<file path="src/rtl/iq_tx_feeder.sv">
// ============================================================================
// Module   : iq_tx_feeder
// Purpose  : Buffers CPU/DMA I/Q pairs in a FWFT FIFO and releases one pair
//            per decimated-rate tick as a held value plus a one-cycle ce.
//            Optional macro IQ_TX_FEEDER_UNDERRUN_CNT_EN adds o_underrun_cnt.
// Revision : 1.0 - initial release
// ============================================================================
`default_nettype none

module iq_tx_feeder #(
    parameter int DW          = 16,
    parameter int DEPTH       = 64,
    parameter int RATE_DIV    = 1625,
    parameter int START_LEVEL = 32
) (
    input  logic                     sys_clk,
    input  logic                     rst_n,
    input  logic                     i_enable,
    input  logic                     i_flush,
    input  logic                     s_valid,
    output logic                     s_ready,
    input  logic [2*DW-1:0]          s_data,
    output logic [DW-1:0]            o_xval,
    output logic [DW-1:0]            o_yval,
    output logic                     o_ce,
    output logic [$clog2(DEPTH):0]   o_level,
    output logic                     o_running,
    output logic                     o_underrun
`ifdef IQ_TX_FEEDER_UNDERRUN_CNT_EN
    ,
    output logic [15:0]              o_underrun_cnt
`endif
);

    localparam int AW = $clog2(DEPTH);
    localparam int LW = AW + 1;
    localparam int CW = $clog2(RATE_DIV);

    localparam logic [LW-1:0] C_DEPTH_LV = LW'(DEPTH);
    localparam logic [LW-1:0] C_START_LV = LW'(START_LEVEL);
    localparam logic [CW-1:0] C_CNT_MAX  = CW'(RATE_DIV - 1);

    typedef enum logic [1:0] {
        ST_IDLE  = 2'd0,
        ST_PRIME = 2'd1,
        ST_RUN   = 2'd2
    } state_t;

    state_t          state_q, state_d;
    logic [AW-1:0]   wr_ptr_q, wr_ptr_d;
    logic [AW-1:0]   rd_ptr_q, rd_ptr_d;
    logic [LW-1:0]   level_q, level_d;
    logic [CW-1:0]   cnt_q, cnt_d;
    logic [DW-1:0]   xval_q, xval_d;
    logic [DW-1:0]   yval_q, yval_d;
    logic            ce_q, ce_d;
    logic            und_q, und_d;

    logic [2*DW-1:0] mem [DEPTH];
    logic [2*DW-1:0] w_rd_data;
    logic            w_wr;
    logic            w_pop;
    logic            w_tick;

    // ------------------------------------------------------------------
    // FIFO storage (no reset needed: contents gated by level)
    // ------------------------------------------------------------------
    assign s_ready   = (level_q < C_DEPTH_LV) && !i_flush;
    assign w_wr      = s_valid && s_ready;
    assign w_rd_data = mem[rd_ptr_q];

    always_ff @(posedge sys_clk) begin
        if (w_wr) begin
            mem[wr_ptr_q] <= s_data;
        end
    end

    always_comb begin
        wr_ptr_d = wr_ptr_q;
        rd_ptr_d = rd_ptr_q;
        level_d  = level_q;
        if (i_flush) begin
            wr_ptr_d = '0;
            rd_ptr_d = '0;
            level_d  = '0;
        end else begin
            if (w_wr) begin
                wr_ptr_d = wr_ptr_q + AW'(1);
            end
            if (w_pop) begin
                rd_ptr_d = rd_ptr_q + AW'(1);
            end
            case ({w_wr, w_pop})
                2'b10:   level_d = level_q + LW'(1);
                2'b01:   level_d = level_q - LW'(1);
                default: level_d = level_q;
            endcase
        end
    end

    // ------------------------------------------------------------------
    // Output-rate counter: free-runs outside IDLE, parked at 0 inside it
    // ------------------------------------------------------------------
    assign w_tick = (state_q != ST_IDLE) && (cnt_q == C_CNT_MAX);

    always_comb begin
        if (state_q == ST_IDLE) begin
            cnt_d = '0;
        end else if (cnt_q == C_CNT_MAX) begin
            cnt_d = '0;
        end else begin
            cnt_d = cnt_q + CW'(1);
        end
    end

    // ------------------------------------------------------------------
    // Streaming state machine; disable beats flush, flush beats run logic
    // ------------------------------------------------------------------
    always_comb begin
        state_d = state_q;
        w_pop   = 1'b0;
        xval_d  = xval_q;
        yval_d  = yval_q;
        ce_d    = 1'b0;
        und_d   = 1'b0;

        if (!i_enable) begin
            state_d = ST_IDLE;
            xval_d  = '0;
            yval_d  = '0;
        end else if (i_flush) begin
            state_d = ST_PRIME;
            if (w_tick) begin
                ce_d   = 1'b1;
                xval_d = '0;
                yval_d = '0;
            end
        end else begin
            case (state_q)
                ST_IDLE: begin
                    state_d = ST_PRIME;
                end
                ST_PRIME: begin
                    // Keep the interpolator fed with zeros while filling
                    if (w_tick) begin
                        ce_d   = 1'b1;
                        xval_d = '0;
                        yval_d = '0;
                    end
                    if (level_q >= C_START_LV) begin
                        state_d = ST_RUN;
                    end
                end
                ST_RUN: begin
                    if (w_tick) begin
                        ce_d = 1'b1;
                        if (level_q != '0) begin
                            w_pop  = 1'b1;
                            xval_d = w_rd_data[2*DW-1:DW];
                            yval_d = w_rd_data[DW-1:0];
                        end else begin
                            xval_d  = '0;
                            yval_d  = '0;
                            und_d   = 1'b1;
                            state_d = ST_PRIME;
                        end
                    end
                end
                default: begin
                    state_d = ST_IDLE;
                    xval_d  = '0;
                    yval_d  = '0;
                end
            endcase
        end
    end

    always_ff @(posedge sys_clk or negedge rst_n) begin
        if (!rst_n) begin
            state_q  <= ST_IDLE;
            wr_ptr_q <= '0;
            rd_ptr_q <= '0;
            level_q  <= '0;
            cnt_q    <= '0;
            xval_q   <= '0;
            yval_q   <= '0;
            ce_q     <= 1'b0;
            und_q    <= 1'b0;
        end else begin
            state_q  <= state_d;
            wr_ptr_q <= wr_ptr_d;
            rd_ptr_q <= rd_ptr_d;
            level_q  <= level_d;
            cnt_q    <= cnt_d;
            xval_q   <= xval_d;
            yval_q   <= yval_d;
            ce_q     <= ce_d;
            und_q    <= und_d;
        end
    end

    assign o_xval     = xval_q;
    assign o_yval     = yval_q;
    assign o_ce       = ce_q;
    assign o_level    = level_q;
    assign o_running  = (state_q == ST_RUN);
    assign o_underrun = und_q;

`ifdef IQ_TX_FEEDER_UNDERRUN_CNT_EN
    logic [15:0] ucnt_q, ucnt_d;

    always_comb begin
        ucnt_d = ucnt_q;
        if (i_flush) begin
            ucnt_d = '0;
        end else if (und_d && (ucnt_q != 16'hFFFF)) begin
            ucnt_d = ucnt_q + 16'd1;
        end
    end

    always_ff @(posedge sys_clk or negedge rst_n) begin
        if (!rst_n) begin
            ucnt_q <= '0;
        end else begin
            ucnt_q <= ucnt_d;
        end
    end

    assign o_underrun_cnt = ucnt_q;
`endif

endmodule

`default_nettype wire
</file>
<file path="config.mk">
export PLATFORM = sky130hd
export DESIGN_NAME = iq_tx_feeder
export DESIGN_NICKNAME = d
export VERILOG_FILES = /design/src/rtl/iq_tx_feeder.sv
export SDC_FILE = /design/constraint.sdc
export NUM_CORES = 2
export LEC_CHECK = 0
export CORE_UTILIZATION = 59
export CTS_BUF_LIST = sky130_fd_sc_hd__clkbuf_8
export DETAILED_ROUTE_END_ITERATION = 6
export HOLD_SLACK_MARGIN = 0.02
export PLACE_DENSITY = 0.78
export SYNTH_ARGS = -nofsm -noshare
export SYNTH_HDL_FRONTEND = slang
export SYNTH_SLANG_ARGS = --single-unit
</file>
<file path="constraint.sdc">
create_clock -name sys_clk -period 4 [get_ports sys_clk]
set_input_delay 0.8 -clock sys_clk [delete_from_list [all_inputs] [get_ports sys_clk]]
set_output_delay 0.8 -clock sys_clk [all_outputs]
set_load 0.02 [all_outputs]
</file>
# Word level (Yosys, flattened, before mapping)

Memory sizes are Yosys's and may differ from the RTL's.
Index checks and enable logic that the tools add are counted.
W data, S select, Z words.

Bits of input ports: 37
Memory bits (writable): 2048
Logic and storage cells: 81
Memories: 1
Register bits after elaboration: 66
Output and inout bits: 43

Mux-type cells: 42
Magnitude comparators: 2
Add/subtract/negate cells: 5
Equal/unequal tests: 9
Reduce and logical (&&, ||, !) cells: 13

Memory list:

| memory | words | bits a word | read ports | clocked after Yosys merged registers in | write ports | line | source |
|---|---|---|---|---|---|---|---|
| mem    | 64    | 32          | 1          | 0                                       | 1           | 59   | `logic [2*DW-1:0] mem [DEPTH];` |

Operators with widths:

| kind                    | count |
|---|---|
| $mux W16                | 10 |
| $pmux W16 S3            | 2 |
| $mux W6                 | 4 |
| $mux W11                | 2 |
| $mux W1                 | 16 |
| $pmux W7 S2             | 1 |
| $add A6 B1 Y6 const B   | 2 |
| $add A11 B1 Y11 const B | 1 |
| $eq A11 B11 Y1 const B  | 1 |
| $mux W2                 | 5 |
| $ne A4 B4 Y1 const B    | 2 |
| $add A7 B1 Y7 const B   | 1 |
| $ge A7 B6 Y1 const B    | 1 |
| $lt A7 B7 Y1 const B    | 1 |
| $mux W7                 | 1 |
| $reduce_bool A7 Y1      | 1 |
| $sub A7 B1 Y7 const B   | 1 |
| $pmux W2 S3             | 1 |
| $reduce_bool A2 Y1      | 3 |
| $eq A2 B1 Y1 const B    | 2 |
| $eq A2 B2 Y1 const B    | 2 |
| $ne A4 B3 Y1 const B    | 1 |
| $logic_and A1 B1 Y1     | 3 |
| $ne A3 B3 Y1 const B    | 1 |
| other kinds (6)         | 6 |

# Depth between registers and ports, before layout

Depth in word-level cells: 9
Depth in mapped cells: 12
Gate-level depth less buffers: 12

# Worst setup path before layout

Ideal clock, no wire load.

Path type: input -> register
From: in i_flush
To: mem mem[41][0] (netlist name) (enable)
Stages on the path: 5
Library setup time: 0.461 ns
Required time: 3.539 ns
Arrival time: 3.804 ns
Buffers on the path: 1
Slack: -0.265 ns
Path through: clkbuf_1 > nor2_1 > and2_0 > nand2_1 > nor3_1

Longest elaborated chain between the ends: 5

RTL lines:

| what                          | line | source |
|---|---|---|
| from (decl)                   | 19   | `input logic i_flush,` |
| $logic_not A1 Y1              | 68   | `assign s_ready = (level_q < C_DEPTH_LV) && !i_flush;` |
| $logic_and A1 B1 Y1           | 68   |  |
| $logic_and A1 B1 Y1           | 69   | `assign w_wr = s_valid && s_ready;` |
| $mux W1                       | 73   | `if (w_wr) begin` |
| $mux W1 (not written as such) | 74   | `mem[wr_ptr_q] <= s_data;` |
| to (decl)                     | 59   |  |

No other way between the ends.

# Worst setup path in the final report

From: reg rd_ptr_q[0]
To: reg yval_q[12], in the netlist o_yval[12]

Longest elaborated chain between the ends: 6

RTL lines:

| what                   | line | source |
|---|---|---|
| from (decl)            | 51   | `logic [AW-1:0] rd_ptr_q, rd_ptr_d;` |
| from (signal assigned) | 192  | `rd_ptr_q <= rd_ptr_d;` |
| $mem_v2 Z64 W32        | n/a  |  |
| $mux W16               | 157  | `if (level_q != '0) begin` |
| $mux W16               | 155  | `if (w_tick) begin` |
| $pmux W16 S3           | 139  | `case (state_q)` |
| $mux W16               | 131  | `end else if (i_flush) begin` |
| $mux W16               | 127  | `if (!i_enable) begin` |
| to (signal assigned)   | 196  | `yval_q <= yval_d;` |
| to (decl)              | 55   | `logic [DW-1:0] yval_q, yval_d;` |

No other way between the ends. The select of a mux whose other input is x is not followed.
A chain may end at the register's enable or synchronous reset.

==> metrics.txt <==
share of layout cells above drive strength 1 27.1%; via/cell ratio 6.89; Filler Cells Inserted 8,033; max_slew headroom 13.7%; total track usage 31.7%; Detail Placement HPWL 127,000 um; maximum VDD drop 0.000345 V; crit path time final 3.50 ns; synthesis-to-layout area growth 13.5%; Worst-Margin Slew 1.30 ns; first-pass GRT wire length 305,000 um; Detail Route Antenna Nets 0; vias 42.7k; syn avg cell area 21.7 um^2; NumNets Final 4,200; root cell of the clock tree clkbuf_8; GRT Residual Overflow 0; CTS HTree Levels 5; Fin. Hold Viols 0; Hold Crit Class flop to flop; Die ar. 139,000 um^2; leakage power 0.0285 uW; Buf+Inv Stages, Crit Path 1; status finished clean; Mapped Area 81,000 um^2; Required @ worst endpoint 4.89 ns; Hold WS 0.516 ns; RePlAce Congestion 0.886; Worst-Skew Late Latency 1.03 ns; critical path capture point type flop; drt initial violations 6,555; synth top area cells edfxtp_1 76%, mux4_2 12%, mux2i_1 2.6%, dfrtp_1 2.0%, a22oi_1 0.86%; DR WL met2 99,900 um; clock tree from TritonCTS built; dpl cells 5,595; Cell Pwr Density 459 nW/um^2; # clock sinks 2,114; I/O Buffers 79; Achievable Freq 286 MHz; Core Region 136,000 um^2; register bit total from synthesis 2,114; RSZ-0062 raised after global routing no; Post-DP Area 85,700 um^2; clock buffer count from CTS 336; crit-path max cell delay 0.99 ns; CP max FO 33; DRC Markers 0; Slew Viols, Final 0; delay-heaviest family, CP flip-flops; number of global-route vias before repair 42.6k; clock slew at reported path FFs 0.06 ns; Syn Nets 3,774; drt wl/cell 34.7 um; Die Y 373 um; Cell Chain, Critical Path buf_12 > mux4_2 > a22o_1 > nor4_1 > a211oi_1 > a32o_1; fin crit share 87.5%; TritonRoute pass-1 iters 7; Initial Utilization 59.6%; WL met3 29,700 um; initial antenna violation count 12; Critical Setup Path Class flop to flop; most frequent cells in the layout 2,048 x edfxtp_1, 431 x mux4_2, 358 x clkbuf_8; Ys Warns 0; Post-synth ARST share 3.12%; WL final 215,000 um; most common cell after layout, fill and taps aside edfxtp_1; post-cts sizing count 0; Setup violations, final 0; Critical Path AT 4.39 ns; PnR worst setup slack 0.501 ns; synth unique cells 67; Top-Level Pins 80; Setup WS pre-CTS 0.0855 ns; setup total negative slack 0 ns; clock tree buffer depth 4; Worst path slowest cell dfrtp_4; Die W 373 um; Rows 135; post-synthesis sequential area ratio 78.0%; Layout Cells excl Fill 6,188; clk_skew 0.0706 ns; Max Cap Violations 0; Synth Flop Type edfxtp_1; area leader, netlist edfxtp_1; maximum number of pins on one net before global-route repair 84; Post-synth EDFFs 2,048; CP Launch Type flop; DR top layer met5; Mapped Cells 3,727; top cell type's share of synthesized area 75.9%; M1 WL 74,800 um; Finished Cell Area 91,900 um^2
[power breakdown]
part	internal, uW	total [uW]	switching, uW
clock	9080	17200	8170
combinational	91.4	577	486
sequential	24300	24400	27.7
total	33500	42200	8690
[cell families (layout without fill, tap and decap cells)]
kind of cell | Yosys count | in the layout | share of synthesized area (%)
adders and majority gates | 10 | 10 | 0.154
and+or+nand+nor | 311 | 311 | 1.84
xor gates and xnor gates | 25 | 25 | 0.270
other | 0 | 6 | 0
buffers and inverters | 217 | 891 | 1.51
DFF | 2114 | 2114 | 78.0
muxes | 646 | 646 | 14.6
AOI/OAI and AO/OA | 404 | 404 | 3.61
[registers in the layout, summed over array words and instances, names as in the netlist]
| register | cells |
|---|---|
| o_xval | 16 |
| rd_ptr_q | 6 |
| o_underrun | 1 |
| o_ce | 1 |
| wr_ptr_q | 6 |
| o_yval | 16 |
| cnt_q | 11 |
| mem | 2048 |
| o_level | 7 |
| state_q | 2 |
[cell usage after synthesis (all sizes together) (7+ instances only)]
master	instances
edfxtp	2048
mux4	431
mux2i	211
buf	127
nor2	110
a22oi	94
clkbuf	84
a21oi	70
dfrtp	66
nand2	63
a211oi	51
o22ai	48
nand3	44
o221ai	38
a22o	26
nor3	16
o21ai	15
nand2b	13
xor2	13
a31oi	12
a32o	12
nor2b	12
xnor2	12
ha	10
nor4	10
a221oi	8
a221o	7
[metrics by stage]
| step | power (uW) | util [%] |
|---|---|---|
| floorplan | 24900 | - |
| global route | 43300 | 67.7 |
| global placement | 25400 | 63.1 |
| detailed placement | 25400 | 63.1 |
| finish | 42200 | 67.7 |
| CTS | 42300 | 67.7 |
[timing repair]
action | 4_1_cts | 5_1_grt
endpoints found under the hold margin | 54 | 0
hold buffers | 1 | 0
setup buffers | 0 | 0
[metal layers]
metal | vias to the layer above | global-route usage (%)
li1 | 16684 | -
met1 | 21929 | 43.3
met2 | 3423 | 47.9
met3 | 617 | 8.79
met4 | 10 | 15.0
met5 | - | 0
[worst paths after layout]
check,start,endpoint,slack [ns],cells after the start
setup / recovery,rd_ptr_q[0]$_DFFE_PN0P_,o_yval[12]$_DFFE_PN0P_,0.50,6
hold / removal,cnt_q[0]$_DFF_PN0_,cnt_q[0]$_DFF_PN0_,0.52,1
setup reg to reg,rd_ptr_q[0]$_DFFE_PN0P_,o_yval[12]$_DFFE_PN0P_,0.50,6
hold reg to reg,cnt_q[0]$_DFF_PN0_,cnt_q[0]$_DFF_PN0_,0.52,1
max in group asynchronous,rst_n,o_yval[13]$_DFFE_PN0P_,2.53,3
min in group asynchronous,rst_n,o_yval[4]$_DFFE_PN0P_,0.55,2
[final cells by class]
type / instances / area (um^2) / share of cell area, %
sequential: 2114 / 63200 / 68.7
multi-input combinational: 1396 / 17100 / 18.7
antenna: 6 / 15.0 / 0.0163
timing repair buffer: 299 / 3130 / 3.41
tap: 1781 / 2230 / 2.42
inverter: 6 / 22.5 / 0.0245
clock buffer: 358 / 4930 / 5.36
clock inverter: 228 / 1270 / 1.39
Power figures use the tool's default switching activity.
